### src/rtl/clkdiv_pkg.sv
`default_nettype none
// ============================================================================
//  Module      : clkdiv_pkg
//  Description : Shared constants for the programmable clock divider:
//                the minimum legal divisor and the reset divisors for the
//                three standard channels (50 MHz system clock).
//  Revision    : 1.0  initial release
// ============================================================================
package clkdiv_pkg;

    // Smallest divisor that still yields a square wave (1 high, 1 low).
    localparam int DIV_MIN         = 2;

    // Reset divisors: ch0 = 1 Hz, ch1 = 20 Hz, ch2 = 500 Hz at 50 MHz.
    localparam int DEFAULT_DIV_CH0 = 50000000;
    localparam int DEFAULT_DIV_CH1 = 2500000;
    localparam int DEFAULT_DIV_CH2 = 100000;

endpackage : clkdiv_pkg
`default_nettype wire

### src/rtl/clkdiv_channel.sv
`default_nettype none
// ============================================================================
//  Module      : clkdiv_channel
//  Description : One divider channel. Holds the active divisor N, a shadow
//                divisor with a pending flag, and a counter running 0..N-1.
//                Produces a registered square wave (floor(N/2) cycles high)
//                and a one-cycle tick coincident with each rising edge.
//  Ports       : clock    - system clock, rising edge
//                reset_n  - asynchronous active-low reset
//                enable   - run enable; low holds counter and clk_out
//                sync     - restart counter, apply pending divisor now
//                wr       - decoded write strobe for this channel
//                wr_data  - clamped divisor value to write
//                clk_out  - registered square-wave output
//                tick     - registered one-cycle pulse per period
//                pending  - shadow divisor waiting for a period boundary
//  Revision    : 1.0  initial release
// ============================================================================
module clkdiv_channel
    import clkdiv_pkg::*;
#(
    parameter int               DIV_W     = 32,
    parameter logic [DIV_W-1:0] RESET_DIV = DIV_W'(DIV_MIN)
) (
    input  logic             clock,
    input  logic             reset_n,
    input  logic             enable,
    input  logic             sync,
    input  logic             wr,
    input  logic [DIV_W-1:0] wr_data,
    output logic             clk_out,
    output logic             tick,
    output logic             pending
);

    localparam logic [DIV_W-1:0] C_ONE = DIV_W'(1);

    logic [DIV_W-1:0] r_cnt;
    logic [DIV_W-1:0] r_active;
    logic [DIV_W-1:0] r_shadow;
    logic             r_clk;
    logic             r_tick;
    logic             r_pending;

    logic             w_boundary;
    logic             w_half_end;
    logic             w_step;

    // Last count of the period, and last count of the high phase (H-1).
    assign w_boundary = (r_cnt == (r_active - C_ONE));
    assign w_half_end = (r_cnt == ((r_active >> 1) - C_ONE));
    // A boundary only happens on an edge where the channel actually counts.
    assign w_step     = enable && w_boundary;

    always_ff @(posedge clock or negedge reset_n) begin
        if (!reset_n) begin
            r_cnt     <= '0;
            r_active  <= RESET_DIV;
            r_shadow  <= RESET_DIV;
            r_clk     <= 1'b0;
            r_tick    <= 1'b0;
            r_pending <= 1'b0;
        end else if (sync) begin
            // Restart regardless of enable; a same-cycle write wins over an
            // older pending shadow and is applied at once.
            r_cnt     <= '0;
            r_clk     <= 1'b0;
            r_tick    <= 1'b0;
            r_pending <= 1'b0;
            if (wr) begin
                r_active <= wr_data;
                r_shadow <= wr_data;
            end else if (r_pending) begin
                r_active <= r_shadow;
            end
        end else begin
            if (enable) begin
                r_tick <= w_boundary;
                if (w_boundary) begin
                    r_cnt <= '0;
                    r_clk <= 1'b1;
                end else begin
                    r_cnt <= r_cnt + C_ONE;
                    if (w_half_end) begin
                        r_clk <= 1'b0;
                    end
                end
            end else begin
                r_tick <= 1'b0;
            end

            // Only a shadow that was pending before this edge is applied;
            // a write landing on the boundary waits for the next one.
            if (w_step && r_pending) begin
                r_active <= r_shadow;
            end

            if (wr) begin
                r_shadow  <= wr_data;
                r_pending <= 1'b1;
            end else if (w_step) begin
                r_pending <= 1'b0;
            end
        end
    end

    assign clk_out = r_clk;
    assign tick    = r_tick;
    assign pending = r_pending;

endmodule : clkdiv_channel
`default_nettype wire

### src/rtl/prog_clock_divider.sv
`default_nettype none
// ============================================================================
//  Module      : prog_clock_divider
//  Description : NUM_CH independent programmable clock dividers sharing one
//                system clock. This level only decodes divisor writes,
//                clamps the written divisor to DIV_MIN and fans out sync.
//  Ports       : clock    - system clock, rising edge
//                reset_n  - asynchronous active-low reset
//                enable   - per-channel run enable
//                sync     - one-cycle pulse, phase-aligns all channels
//                div_wr   - divisor write strobe
//                div_sel  - channel index for div_wr (out of range ignored)
//                div_data - new divisor (full period in clock cycles)
//                clk_out  - per-channel square-wave outputs
//                tick     - per-channel one-cycle period pulse
//                pending  - per-channel written divisor not yet applied
//  Revision    : 1.0  initial release
// ============================================================================
module prog_clock_divider
    import clkdiv_pkg::*;
#(
    parameter int                      NUM_CH      = 3,
    parameter int                      DIV_W       = 32,
    parameter logic [NUM_CH*DIV_W-1:0] DEFAULT_DIV = {DIV_W'(DEFAULT_DIV_CH2),
                                                      DIV_W'(DEFAULT_DIV_CH1),
                                                      DIV_W'(DEFAULT_DIV_CH0)}
) (
    input  logic                                          clock,
    input  logic                                          reset_n,
    input  logic [NUM_CH-1:0]                             enable,
    input  logic                                          sync,
    input  logic                                          div_wr,
    input  logic [((NUM_CH > 1) ? $clog2(NUM_CH) : 1)-1:0] div_sel,
    input  logic [DIV_W-1:0]                              div_data,
    output logic [NUM_CH-1:0]                             clk_out,
    output logic [NUM_CH-1:0]                             tick,
    output logic [NUM_CH-1:0]                             pending
);

    localparam int               C_SEL_W   = (NUM_CH > 1) ? $clog2(NUM_CH) : 1;
    localparam logic [DIV_W-1:0] C_DIV_MIN = DIV_W'(DIV_MIN);

    logic [DIV_W-1:0] w_wr_data;

    // Divisors below 2 cannot form a period with both phases present.
    assign w_wr_data = (div_data < C_DIV_MIN) ? C_DIV_MIN : div_data;

    for (genvar i = 0; i < NUM_CH; i++) begin : g_ch
        logic w_wr;

        // An out-of-range div_sel matches no channel, so nothing changes.
        assign w_wr = div_wr && (div_sel == C_SEL_W'(i));

        clkdiv_channel #(
            .DIV_W     (DIV_W),
            .RESET_DIV (DEFAULT_DIV[i*DIV_W +: DIV_W])
        ) u_channel (
            .clock   (clock),
            .reset_n (reset_n),
            .enable  (enable[i]),
            .sync    (sync),
            .wr      (w_wr),
            .wr_data (w_wr_data),
            .clk_out (clk_out[i]),
            .tick    (tick[i]),
            .pending (pending[i])
        );
    end : g_ch

endmodule : prog_clock_divider
`default_nettype wire

### config.mk
export PLATFORM = sky130hd
export DESIGN_NAME = prog_clock_divider
export DESIGN_NICKNAME = d
export VERILOG_FILES = /design/src/rtl/clkdiv_pkg.sv /design/src/rtl/clkdiv_channel.sv /design/src/rtl/prog_clock_divider.sv
export SDC_FILE = /design/constraint.sdc
export NUM_CORES = 1
export LEC_CHECK = 0
export ABC_AREA = 0
export BUFFER_PORTS_ARGS = -buffer_cell sky130_fd_sc_hd__buf_2
export CAP_MARGIN = 20
export CELL_PAD_IN_SITES_DETAIL_PLACEMENT = 1
export CELL_PAD_IN_SITES_GLOBAL_PLACEMENT = 2
export CORE_UTILIZATION = 30
export DETAILED_ROUTE_END_ITERATION = 12
export PLACE_DENSITY = 0.63
export SETUP_SLACK_MARGIN = 0.5
export SYNTH_ARGS = -nofsm -noshare
export SYNTH_HDL_FRONTEND = slang
export SYNTH_SLANG_ARGS = --single-unit
### constraint.sdc
create_clock -name clock -period 6.41 [get_ports clock]
set_input_delay 0.9615 -clock clock [delete_from_list [all_inputs] [get_ports clock]]
set_output_delay 0.9615 -clock clock [all_outputs]
set_load 0.1 [all_outputs]
; Yosys cells after proc, flatten, opt, wreduce, memory -nomap -nowiden
; Cells that the tools add are included.
[classes]
order_cmp = 1
muxes = 49
n_addsub = 9
n_reduce_logical = 28
n_eq_ne = 11
[op_table]
columns = operator, count
row1 = 2-to-1 mux 32 bit, 22
row2 = equality test 32 bit, 6
row3 = adder 32 x 1 -> 32 bit (second input constant), 3
row4 = subtractor 31 x 1 -> 32 bit (second input constant), 3
row5 = subtractor 32 x 1 -> 32 bit (second input constant), 3
row6 = < comparator 32 x 2 -> 1 bit (second input constant), 1
row7 = 2-to-1 mux 1 bit, 27
row8 = nonzero test 3 bit, 6
row9 = AND reduction 2 bit, 6
row10 = nonzero test 2 bit, 6
row11 = logical AND 1 bit, 9
row12 = != test 3 x 1 -> 1 bit (second input constant), 3
row13 = equality test 2 x 1 -> 1 bit (second input constant), 1
row14 = equality test 2 bit (second input constant), 1
row15 = logical NOT 2 bit, 1
[word_totals]
register_bits = 297
input_bits = 41

; Depth between registers and ports, before layout
; Gate-level depths: netlist (run 1).
[depth]
depth_word = 6
ltp_mapped = 13

; Modules after synthesis
; From an unflattened synthesis (run 1), not the netlist that was laid out.
[unflattened]
cells_unflattened = 2097
area_unflattened_um2 = 20465.9
[modules_own_cells]
columns = mod, seq_area_each_um2, cells_each, n_inst, area_each_um2
row1 = clkdiv_channel at g_ch[0].u_channel, 2507.4, 684, 1, 6752.7
row2 = clkdiv_channel at g_ch[1].u_channel, 2497.4, 684, 1, 6742.7
row3 = clkdiv_channel at g_ch[2].u_channel, 2492.4, 684, 1, 6737.7
row4 = prog_clock_divider, 0.0, 45, 1, 232.7

; Worst setup path before layout (run 1)
; OpenSTA, ideal clock, no wires.
[synth_timing]
kind = reg2reg
start = register g_ch[1].u_channel.r_active[20]
end = register g_ch[1].u_channel.r_active[11]
path_slack_ps = 2930
period_less_slack_ps = 3480
setup_ps = 125
path_stages_with_launch = 13
required_ps = 6285
path_buffers = 4
arrival_ps = 3355
path_cell_list = dfrtp_1 > buf_2 > or4_1 > buf_2 > or4b_1 > buf_2 > or3_1 > a211oi_2 > o21ai_1 > nor3_2 > a41oi_4 > buf_6 > mux2_4
[synth_via]
elab_chain_cells = 6
[synth_rtl]
columns = item, line_no
row1 = "start, declared", clkdiv_channel.sv:39  ; logic [DIV_W-1:0] r_active;
row2 = "start signal, assigned", clkdiv_channel.sv:71  ; r_active <= wr_data;
row3 = "start signal, assigned", clkdiv_channel.sv:74  ; r_active <= r_shadow;
row4 = "start signal, assigned", clkdiv_channel.sv:95  ; r_active <= r_shadow;
row5 = subtractor 32 x 1 -> 32 bit, clkdiv_channel.sv:50  ; assign w_boundary = (r_cnt == (r_active - C_ONE));
row6 = equality test 32 bit, clkdiv_channel.sv:50
row7 = logical AND 1 bit, clkdiv_channel.sv:53  ; assign w_step = enable && w_boundary;
row8 = logical AND 1 bit, clkdiv_channel.sv:94  ; if (w_step && r_pending) begin
row9 = nonzero test 2 bit (no source line), --
row10 = AND reduction 2 bit (no source line), --
; Every way passes these cells.
; A chain may end at the register's enable or synchronous reset.

; Final worst setup path (run 1)
[layout_timing]
start = register g_ch[0].u_channel.r_active[2]
end = register g_ch[0].u_channel.r_cnt[29]
[layout_via]
elab_chain_cells = 5
[layout_rtl]
columns = item, line_no
row1 = "start, declared", clkdiv_channel.sv:39
row2 = "start signal, assigned", clkdiv_channel.sv:71
row3 = "start signal, assigned", clkdiv_channel.sv:74
row4 = "start signal, assigned", clkdiv_channel.sv:95
row5 = subtractor 32 x 1 -> 32 bit, clkdiv_channel.sv:50
row6 = equality test 32 bit, clkdiv_channel.sv:50
row7 = 2-to-1 mux 32 bit, clkdiv_channel.sv:79  ; if (w_boundary) begin
row8 = 2-to-1 mux 32 bit, clkdiv_channel.sv:77  ; if (enable) begin
row9 = 2-to-1 mux 32 bit, clkdiv_channel.sv:63  ; end else if (sync) begin
row10 = "end signal, assigned", clkdiv_channel.sv:83  ; r_cnt <= r_cnt + C_ONE;
row11 = "end, declared", clkdiv_channel.sv:38  ; logic [DIV_W-1:0] r_cnt;
; Every way passes these cells. The select of a mux whose other input is x is not followed.

==> results.yml, run 1 <==
placed_design:
  numPlacedInstances: 3428
  place_worst_setup_slack_ns: 1.62
  finalWeightedCongestion: 0.905
  io_buffers: 49
  cell_area_placed_mm2: 0.0224
  place_hpwl_um: 61900
global_route:
  grt_max_degree: 94
  grt.total_usage: 0.230
  first_global_vias: 20449
  globalRouteOverflowTotal: 0
  grt_pass1_wl_um: 132000
  antenna_found_initial: 0
synth:
  synth_fa_ha_area_frac: 0.00521
  synth_top_area_share: 0.283
  async_reset_ff_frac: 1.00
  combinational_family_with_the_most_area_after_synthesis: "simple AND/OR/NAND/NOR gates"
  synth_xor_area_frac: 0.116
  yosys_register_bits: 297
  synthDominantAreaCellType: "sky130_fd_sc_hd__dfrtp_1"
  synth_edf_count: 0
  netlist_instances: 2640
  synth_top_area_cells: "sky130_fd_sc_hd__dfrtp_1 (28%), sky130_fd_sc_hd__nand2_1 (8.2%), sky130_fd_sc_hd__xnor2_1 (7.5%)"
  post_synth_and_or_nand_nor_area_fraction: 0.273
  count_of_unique_library_cells_instantiated_by_yosys: 81
  avgSynthCellArea_um2: 8.19
  proportion_of_synthesized_chip_area_in_sequential_cells: 0.347
  post_synth_instance_area_mm2: 0.0216
  synth.area.mux_share: 0.0789
  synth.net_count: 2690
  synth-warning-count: 0
  synth_flop_cell: "sky130_fd_sc_hd__dfrtp_1"
  synth_compound_gate_area_share: 0.127
setup_path:
  largest_stage_delay_on_the_critical_path_ns: 0.74
  worstPathBufferInverterCount: 2
  critical_path_class: "flip-flop to flip-flop"
  timing.critical_path.cells: "inv_1 > ha_1 > nor4b_1 > nand4_1 > or4_1 > o221ai_1 > nor4_1 > nand4_1 > buf_4 > nand3_1 > o311ai_0"
  worst-endpoint-arrival_ns: 5.30
  critPathLaunchType: "flip-flop"
  crit_family: "simple AND/OR/NAND/NOR gates"
  worst_path_most_repeated_cell: "sky130_fd_sc_hd__nand4_1"
  critPathCaptureType: "flip-flop"
  critPathMaxFanout: 40
  crit_required_ns: 6.84
  timing.critical_path.slowest_stage_cell: "sky130_fd_sc_hd__nor4b_1"
timing:
  worst_slew_pin_slew_ns: 1.04
  finalClockSkew_ns: 0.0204
  finalCritPeriodShare: 0.759
  timing.fmax_mhz: 206
  final.setup.worst_slack_ns: 1.55
  grt_setup_unrepaired: "no"
  layout_min_cycle_time_ns: 4.86
  final.setup.tns_ns: 0
  slew_violations: 0
  hold_violation_count_in_the_final_report: 0
  maxSlewHeadroom: 0.297
  finalSetupViolations: 0
power_and_ir_drop:
  power-per-cell-area_mw_per_mm2: 319
  cellLeakagePower_nw: 9.15
  ir_worst_vdd_uv: 189
route:
  vias_per_cell: 5.59
  detail_route.wirelength.met1_um: 40700
  routed-via-count: 19596
  drt.antenna.violating_nets: 0
  routed-wl-met2_um: 38600
  detailedRoute.firstIterationViolations: 1238
  route.final.wire_length_um: 83800
  drt_pass1_iterations: 5
  route.detailed.wl_per_inst_um: 23.9
  met3_length_um: 3050
  drc_markers: 0
  topRoutingLayerUsed: "met4"
floorplan:
  die_h_um: 271
  ioPinCount: 50
  floorplan.core_area_mm2: 0.0714
  die_area_mm2: 0.0732
  row_count: 98
  initial_core_util: 0.303
  chipWidth_um: 271
final_layout:
  synthToLayoutAreaGrowth_pct: 9.41
  stdcell_count: 3506
  post-route-cell-area_mm2: 0.0237
  layout-drive-gt1-share: 0.144
  number_of_nets_in_the_final_layout: 2573
run_status:
  status: "finished clean"
min_path:
  hp-class: "primary input to asynchronous set/reset pin"
clocking:
  master_cell_of_the_clock_root_buffer: "sky130_fd_sc_hd__clkbuf_16"
  post_cts.resized_instances: 0
  worst_skew_pair.late_latency_ns: 0.57
  cts_tree: "built"
  cts_max_path_buffers: 3
  clkTransAtPathRegs_ns: 0.06
  total_number_of_clock_tree_sinks: 297
  holdBufCountCts: 0
  numCtsBuffers: 41
  cts_setup_buffers: 0
  h-tree-depth: 2
flow_run:
  max-cap-violations: 0
==> cells in the final DEF, fill, tap and decap left out, types with 13 or more instances in the layout <==
cell                        count
sky130_fd_sc_hd__a21oi_1       88
sky130_fd_sc_hd__a31oi_1       24
sky130_fd_sc_hd__and3_1        32
sky130_fd_sc_hd__buf_2         48
sky130_fd_sc_hd__buf_4         37
sky130_fd_sc_hd__clkbuf_1      17
sky130_fd_sc_hd__clkbuf_16     41
sky130_fd_sc_hd__dfrtp_1      245
sky130_fd_sc_hd__dfstp_2       52
sky130_fd_sc_hd__inv_1         31
sky130_fd_sc_hd__mux2_2        96
sky130_fd_sc_hd__mux2_4        27
sky130_fd_sc_hd__mux2i_1       22
sky130_fd_sc_hd__nand2_1      474
sky130_fd_sc_hd__nand3_1       87
sky130_fd_sc_hd__nand4_1       77
sky130_fd_sc_hd__nor2_1       173
sky130_fd_sc_hd__nor2b_1       13
sky130_fd_sc_hd__nor3_1        76
sky130_fd_sc_hd__nor4_1        86
sky130_fd_sc_hd__nor4b_1       19
sky130_fd_sc_hd__o211ai_1      13
sky130_fd_sc_hd__o21ai_0      117
sky130_fd_sc_hd__o22a_1        31
sky130_fd_sc_hd__o22ai_1       46
sky130_fd_sc_hd__o311ai_0      17
sky130_fd_sc_hd__or2_2         19
sky130_fd_sc_hd__or3_1         21
sky130_fd_sc_hd__or4_1         27
sky130_fd_sc_hd__xnor2_1      184
sky130_fd_sc_hd__xor2_1       103
==> flip-flops by register name, indices dropped and copies added (netlist names) <==
register,cells
g_ch.u_channel.r_active,96
g_ch.u_channel.r_cnt,96
g_ch.u_channel.r_shadow,96
g_ch.u_channel.clk_out,3
g_ch.u_channel.pending,3
g_ch.u_channel.tick,3
==> routing by layer <==
metal / GRT usage / vias to the layer above
met4: 0.0497 / 0
met5: 0 / -
met1: 0.330 / 9990
met2: 0.371 / 375
met3: 0.0238 / 93
li1: - / 9138
==> worst reg2reg max path, delay by kind of cell (launching register included) <==
family / cells / cell delay, ns
AO/OA/AOI/OAI: 2 / 0.67
adder cells (fa/ha/maj): 1 / 0.38
buffers and inverters: 2 / 0.54
flip-flops: 1 / 0.44
AND/OR/NAND/NOR: 6 / 2.70
==> power breakdown <==
part / switching [mW] / internal, mW / total, mW
Combinational: 1.42 / 1.05 / 2.46
Sequential: 0.633 / 2.23 / 2.86
Clock: 0.931 / 1.28 / 2.22
Total: 2.98 / 4.56 / 7.54
==> path summary, 6_finish.rpt <==
check,startpoint,end,slack [ns],cells past startpoint
min in group clock,g_ch[2].u_channel.r_shadow[10],g_ch[2].u_channel.r_shadow[10],0.46,2
max reg2reg,g_ch[0].u_channel.r_active[2],g_ch[0].u_channel.r_cnt[29],1.55,11
min,reset_n,g_ch[1].u_channel.r_cnt[17],0.38,1
min reg2reg,g_ch[2].u_channel.r_shadow[10],g_ch[2].u_channel.r_shadow[10],0.46,2
max,g_ch[0].u_channel.r_active[2],g_ch[0].u_channel.r_cnt[29],1.55,11
max in group asynchronous,reset_n,g_ch[0].u_channel.r_shadow[4],4.56,2
==> layout make-up <==
type	instances	area [um^2]
clock inverter	11	92.6
timing repair buffer	89	588
clock buffer	63	1160
antenna	2	5.00
fill	8416	47700
tap	950	1190
inverter	33	124
sequential	297	7500
multi-input combinational	2061	13000
==> cells by family (layout without fill, tap and decap cells) <==
logic type	Yosys count	count (layout)
adders and majority gates	9	9
DFF	297	297
buffers and inverters	282	196
muxes	145	145
other	0	2
xor gates and xnor gates	287	287
and+or+nand+nor	1193	1193
AOI/OAI and AO/OA	427	427
==> Yosys cell counts, types with 24 or more instances <==
library cell               count
sky130_fd_sc_hd__nor4_1       86
sky130_fd_sc_hd__inv_1        32
sky130_fd_sc_hd__clkbuf_1    201
sky130_fd_sc_hd__dfrtp_1     245
sky130_fd_sc_hd__mux2_4       27
sky130_fd_sc_hd__xor2_1      103
sky130_fd_sc_hd__nand2_1     475
sky130_fd_sc_hd__o22a_1       31
sky130_fd_sc_hd__or4_1        27
sky130_fd_sc_hd__nand3_1      87
sky130_fd_sc_hd__o22ai_1      46
sky130_fd_sc_hd__and3_1       32
sky130_fd_sc_hd__a31oi_1      24
sky130_fd_sc_hd__o21ai_0     117
sky130_fd_sc_hd__a21oi_1      88
sky130_fd_sc_hd__mux2_2       96
sky130_fd_sc_hd__nor2_1      174
sky130_fd_sc_hd__xnor2_1     184
sky130_fd_sc_hd__nand4_1      77
sky130_fd_sc_hd__dfstp_2      52
sky130_fd_sc_hd__nor3_1       76
==> stage by stage <==
step                utilization  total power [mW]  hold slack, ns
CTS                       0.331              7.61           0.417
floorplan                     -              4.44           0.437
detailed placement        0.313              5.32           0.449
finish                    0.332              7.54           0.381
global route              0.332              7.99           0.423
global placement          0.313              5.26           0.445
Power figures use the tool's default switching activity.
==> inputs of run 2 (changes only) <==
- ABC_AREA: 0 -> 1
- PLACE_DENSITY: 0.63 -> 0.7
- clock period: 6.41 -> 4.05 ns (I/O delays scaled with it)
==> run 2 against run 1 <==
- clock skew is 0.016 ns higher
- highest routed layer unchanged
- via count is 18% higher
- sequential share of layout area is 2.2 points lower
- final cell count is 27% higher
==> results.yml, run 2 <==
timing:
  fin_hold_ws_ns: 0.364
  timing.fmax_mhz: 302
  maxSlewHeadroom: 0.262
  grt_setup_unrepaired: "no"
  slew_violations: 0
  final.setup.worst_slack_ns: 0.737
  worst_slew_pin_slew_ns: 1.10
  hold_violation_count_in_the_final_report: 0
  layout_min_cycle_time_ns: 3.31
  finalSetupViolations: 0
  final.setup.tns_ns: 0
  finalClockSkew_ns: 0.0360
  finalCritPeriodShare: 0.818
final_layout:
  final_util: 0.340
  insertedDiodeCount: 0
  post-route-cell-area_mm2: 0.0255
  stdcell_count: 4460
  synthToLayoutAreaGrowth_pct: 11.3
  final_common_cell: "sky130_fd_sc_hd__nand2_1"
  number_of_nets_in_the_final_layout: 3509
  layout-drive-gt1-share: 0.0902
  mostFrequentLayoutCells: "sky130_fd_sc_hd__nand2_1 (1064), sky130_fd_sc_hd__nor2_1 (380), sky130_fd_sc_hd__inv_1 (334)"
  top_regs: "g_ch.u_channel.r_active (96), g_ch.u_channel.r_cnt (96), g_ch.u_channel.r_shadow (96)"
synth:
  async_reset_ff_frac: 1.00
  synth_fa_ha_area_frac: 0.00492
  combinational_family_with_the_most_area_after_synthesis: "simple AND/OR/NAND/NOR gates"
  synthDominantAreaCellType: "sky130_fd_sc_hd__dfrtp_1"
  proportion_of_synthesized_chip_area_in_sequential_cells: 0.328
  synth_compound_gate_area_share: 0.0876
  netlist_instances: 3478
  synth_top_area_cells: "sky130_fd_sc_hd__dfrtp_1 (27%), sky130_fd_sc_hd__nand2_1 (17%), sky130_fd_sc_hd__xor2_1 (7.2%)"
  avgSynthCellArea_um2: 6.58
  synth-warning-count: 0
  post_synth_instance_area_mm2: 0.0229
  synth_edf_count: 0
  synth_xor_area_frac: 0.0995
  synth_flop_cell: "sky130_fd_sc_hd__dfrtp_1"
  most_frequent_cells_after_synthesis: "sky130_fd_sc_hd__nand2_1 (1064), sky130_fd_sc_hd__nor2_1 (384), sky130_fd_sc_hd__inv_1 (335), sky130_fd_sc_hd__o21ai_0 (274), sky130_fd_sc_hd__dfrtp_1 (245)"
  synth_top_area_share: 0.268
  yosys_register_bits: 297
  count_of_unique_library_cells_instantiated_by_yosys: 48
  synth.area.mux_share: 0.00481
  post_synth_and_or_nand_nor_area_fraction: 0.383
  synth.net_count: 3528
  yosys.cell_count.top_type: "sky130_fd_sc_hd__nand2_1"
clocking:
  master_cell_of_the_clock_root_buffer: "sky130_fd_sc_hd__clkbuf_16"
  cts_max_path_buffers: 3
  clkTransAtPathRegs_ns: 0.06
  h-tree-depth: 2
  total_number_of_clock_tree_sinks: 297
  numCtsBuffers: 40
  cts_tree: "built"
  worst_skew_pair.late_latency_ns: 0.61
setup_path:
  critPathLaunchType: "flip-flop"
  critPathMaxFanout: 33
  crit_required_ns: 4.55
  critical_path_class: "flip-flop to flip-flop"
  critPathCaptureType: "flip-flop"
  worst-endpoint-arrival_ns: 3.81
floorplan:
  die_h_um: 278
  initial_core_util: 0.305
  chipWidth_um: 278
  ioPinCount: 50
  row_count: 100
  die_area_mm2: 0.0774
  floorplan.core_area_mm2: 0.0749
placed_design:
  numPlacedInstances: 4379
  cell_area_placed_mm2: 0.0239
  place_worst_setup_slack_ns: 0.506
  finalWeightedCongestion: 0.944
  io_buffers: 49
  place_hpwl_um: 75400
power_and_ir_drop:
  p_total_mw: 13.6
  ir_worst_vdd_uv: 267
  cellLeakagePower_nw: 12.1
  power-per-cell-area_mw_per_mm2: 536
global_route:
  grt_pass1_wl_um: 147000
  globalRouteOverflowTotal: 0
  first_global_vias: 23700
  grt_max_degree: 109
  grt.total_usage: 0.247
  antenna_found_initial: 0
route:
  route.detailed.wl_per_inst_um: 21.5
  route.final.wire_length_um: 95900
  drc_markers: 0
  routed-via-count: 23087
  drt.antenna.violating_nets: 0
  vias_per_cell: 5.18
  drt_pass1_iterations: 5
  detailedRoute.firstIterationViolations: 1336
min_path:
  hp-class: "primary input to flip-flop"
flow_run:
  max-cap-violations: 0
run_status:
  status: "finished clean"
==> run 2: cell types whose count changed in the layout (fill, tap and decap cells not counted), moves of 81 or more <==
| cell | previous run | this run |
|---|---|---|
| sky130_fd_sc_hd__inv_1 | 31 | 334 |
| sky130_fd_sc_hd__nor2_1 | 173 | 380 |
| sky130_fd_sc_hd__o21ai_0 | 117 | 274 |
| sky130_fd_sc_hd__mux2_2 | 96 | 0 |
| sky130_fd_sc_hd__nand4_1 | 77 | 158 |
| sky130_fd_sc_hd__xor2_1 | 103 | 188 |
| sky130_fd_sc_hd__xnor2_1 | 184 | 72 |
| sky130_fd_sc_hd__nand3_1 | 87 | 233 |
| sky130_fd_sc_hd__nand2_1 | 474 | 1064 |
==> run 2: worst paths after layout <==
path	from	endpoint	slack, ns	depth (start not counted)
max	g_ch[1].u_channel.r_active[1]	g_ch[1].u_channel.pending	0.74	21
min	enable[2]	g_ch[2].u_channel.r_cnt[0]	0.36	3
max reg2reg	g_ch[1].u_channel.r_active[1]	g_ch[1].u_channel.pending	0.74	21
min reg2reg	g_ch[2].u_channel.r_shadow[4]	g_ch[2].u_channel.r_shadow[4]	0.48	2
max in group asynchronous	reset_n	g_ch[1].u_channel.r_cnt[29]	2.53	3
min in group asynchronous	reset_n	g_ch[0].u_channel.r_cnt[19]	0.49	2
==> run 2: routing by layer <==
metal / share of wire / vias to the layer above / global-route usage
met1: 0.47 / 11523 / 0.334
li1: - / 11132 / -
met3: 0.029 / 98 / 0.0181
met2: 0.49 / 334 / 0.427
met5: 0 / - / 0
met4: 0.019 / 0 / 0.0541
==> run 2: final cells by class <==
| cell class | count | area, um^2 |
|---|---|---|
| Clock buffer | 60 | 1200 |
| Clock inverter | 14 | 196 |
| Fill cell | 9566 | 49500 |
| Inverter | 357 | 1340 |
| Multi-Input combinational cell | 2668 | 13300 |
| Sequential cell | 297 | 7500 |
| Tap cell | 969 | 1210 |
| Timing Repair Buffer | 95 | 664 |
==> run 2: logic make-up after synthesis <==
family,count (synthesis)
buf+inv,516
xor+xnor,260
mux,11
compound gates,375
fa+ha+maj,9
flops,297
simple gates,2010
==> run 2: timing repair <==
item | CTS | global route
hold buffers | 1 | 0
pin swaps | 0 | 1
setup endpoints to repair | 3 | 124
gates cloned | 0 | 3
hold endpoints to repair | 24 | 0
buffers inserted | 0 | 2
resized for setup | 1 | 12
==> run 2: worst max-delay path, stage by stage (launching register included) <==
cell and delay, ns:
sky130_fd_sc_hd__dfrtp_1 0.42, sky130_fd_sc_hd__inv_1 0.19, sky130_fd_sc_hd__ha_1 0.26, sky130_fd_sc_hd__inv_1 0.09, sky130_fd_sc_hd__nor2_2 0.17, sky130_fd_sc_hd__nand2_1 0.19, sky130_fd_sc_hd__nor2_4 0.23, sky130_fd_sc_hd__buf_4 0.16
sky130_fd_sc_hd__nand3_1 0.07, sky130_fd_sc_hd__nand2_1 0.13, sky130_fd_sc_hd__nand2_1 0.07, sky130_fd_sc_hd__nand2_1 0.06, sky130_fd_sc_hd__nand2_1 0.07, sky130_fd_sc_hd__nor2_1 0.10, sky130_fd_sc_hd__nand2_1 0.08, sky130_fd_sc_hd__nor2_1 0.12
sky130_fd_sc_hd__nand3_2 0.16, sky130_fd_sc_hd__nand2_4 0.17, sky130_fd_sc_hd__buf_12 0.21, sky130_fd_sc_hd__nand2_1 0.08, sky130_fd_sc_hd__nand3_1 0.10, sky130_fd_sc_hd__nand2_1 0.05
==> run 2: where the power goes <==
group / switching [mW] / total, mW / internal, mW
clock network: 1.57 / 3.77 / 2.20
registers: 0.825 / 4.33 / 3.50
logic: 3.78 / 5.55 / 1.77
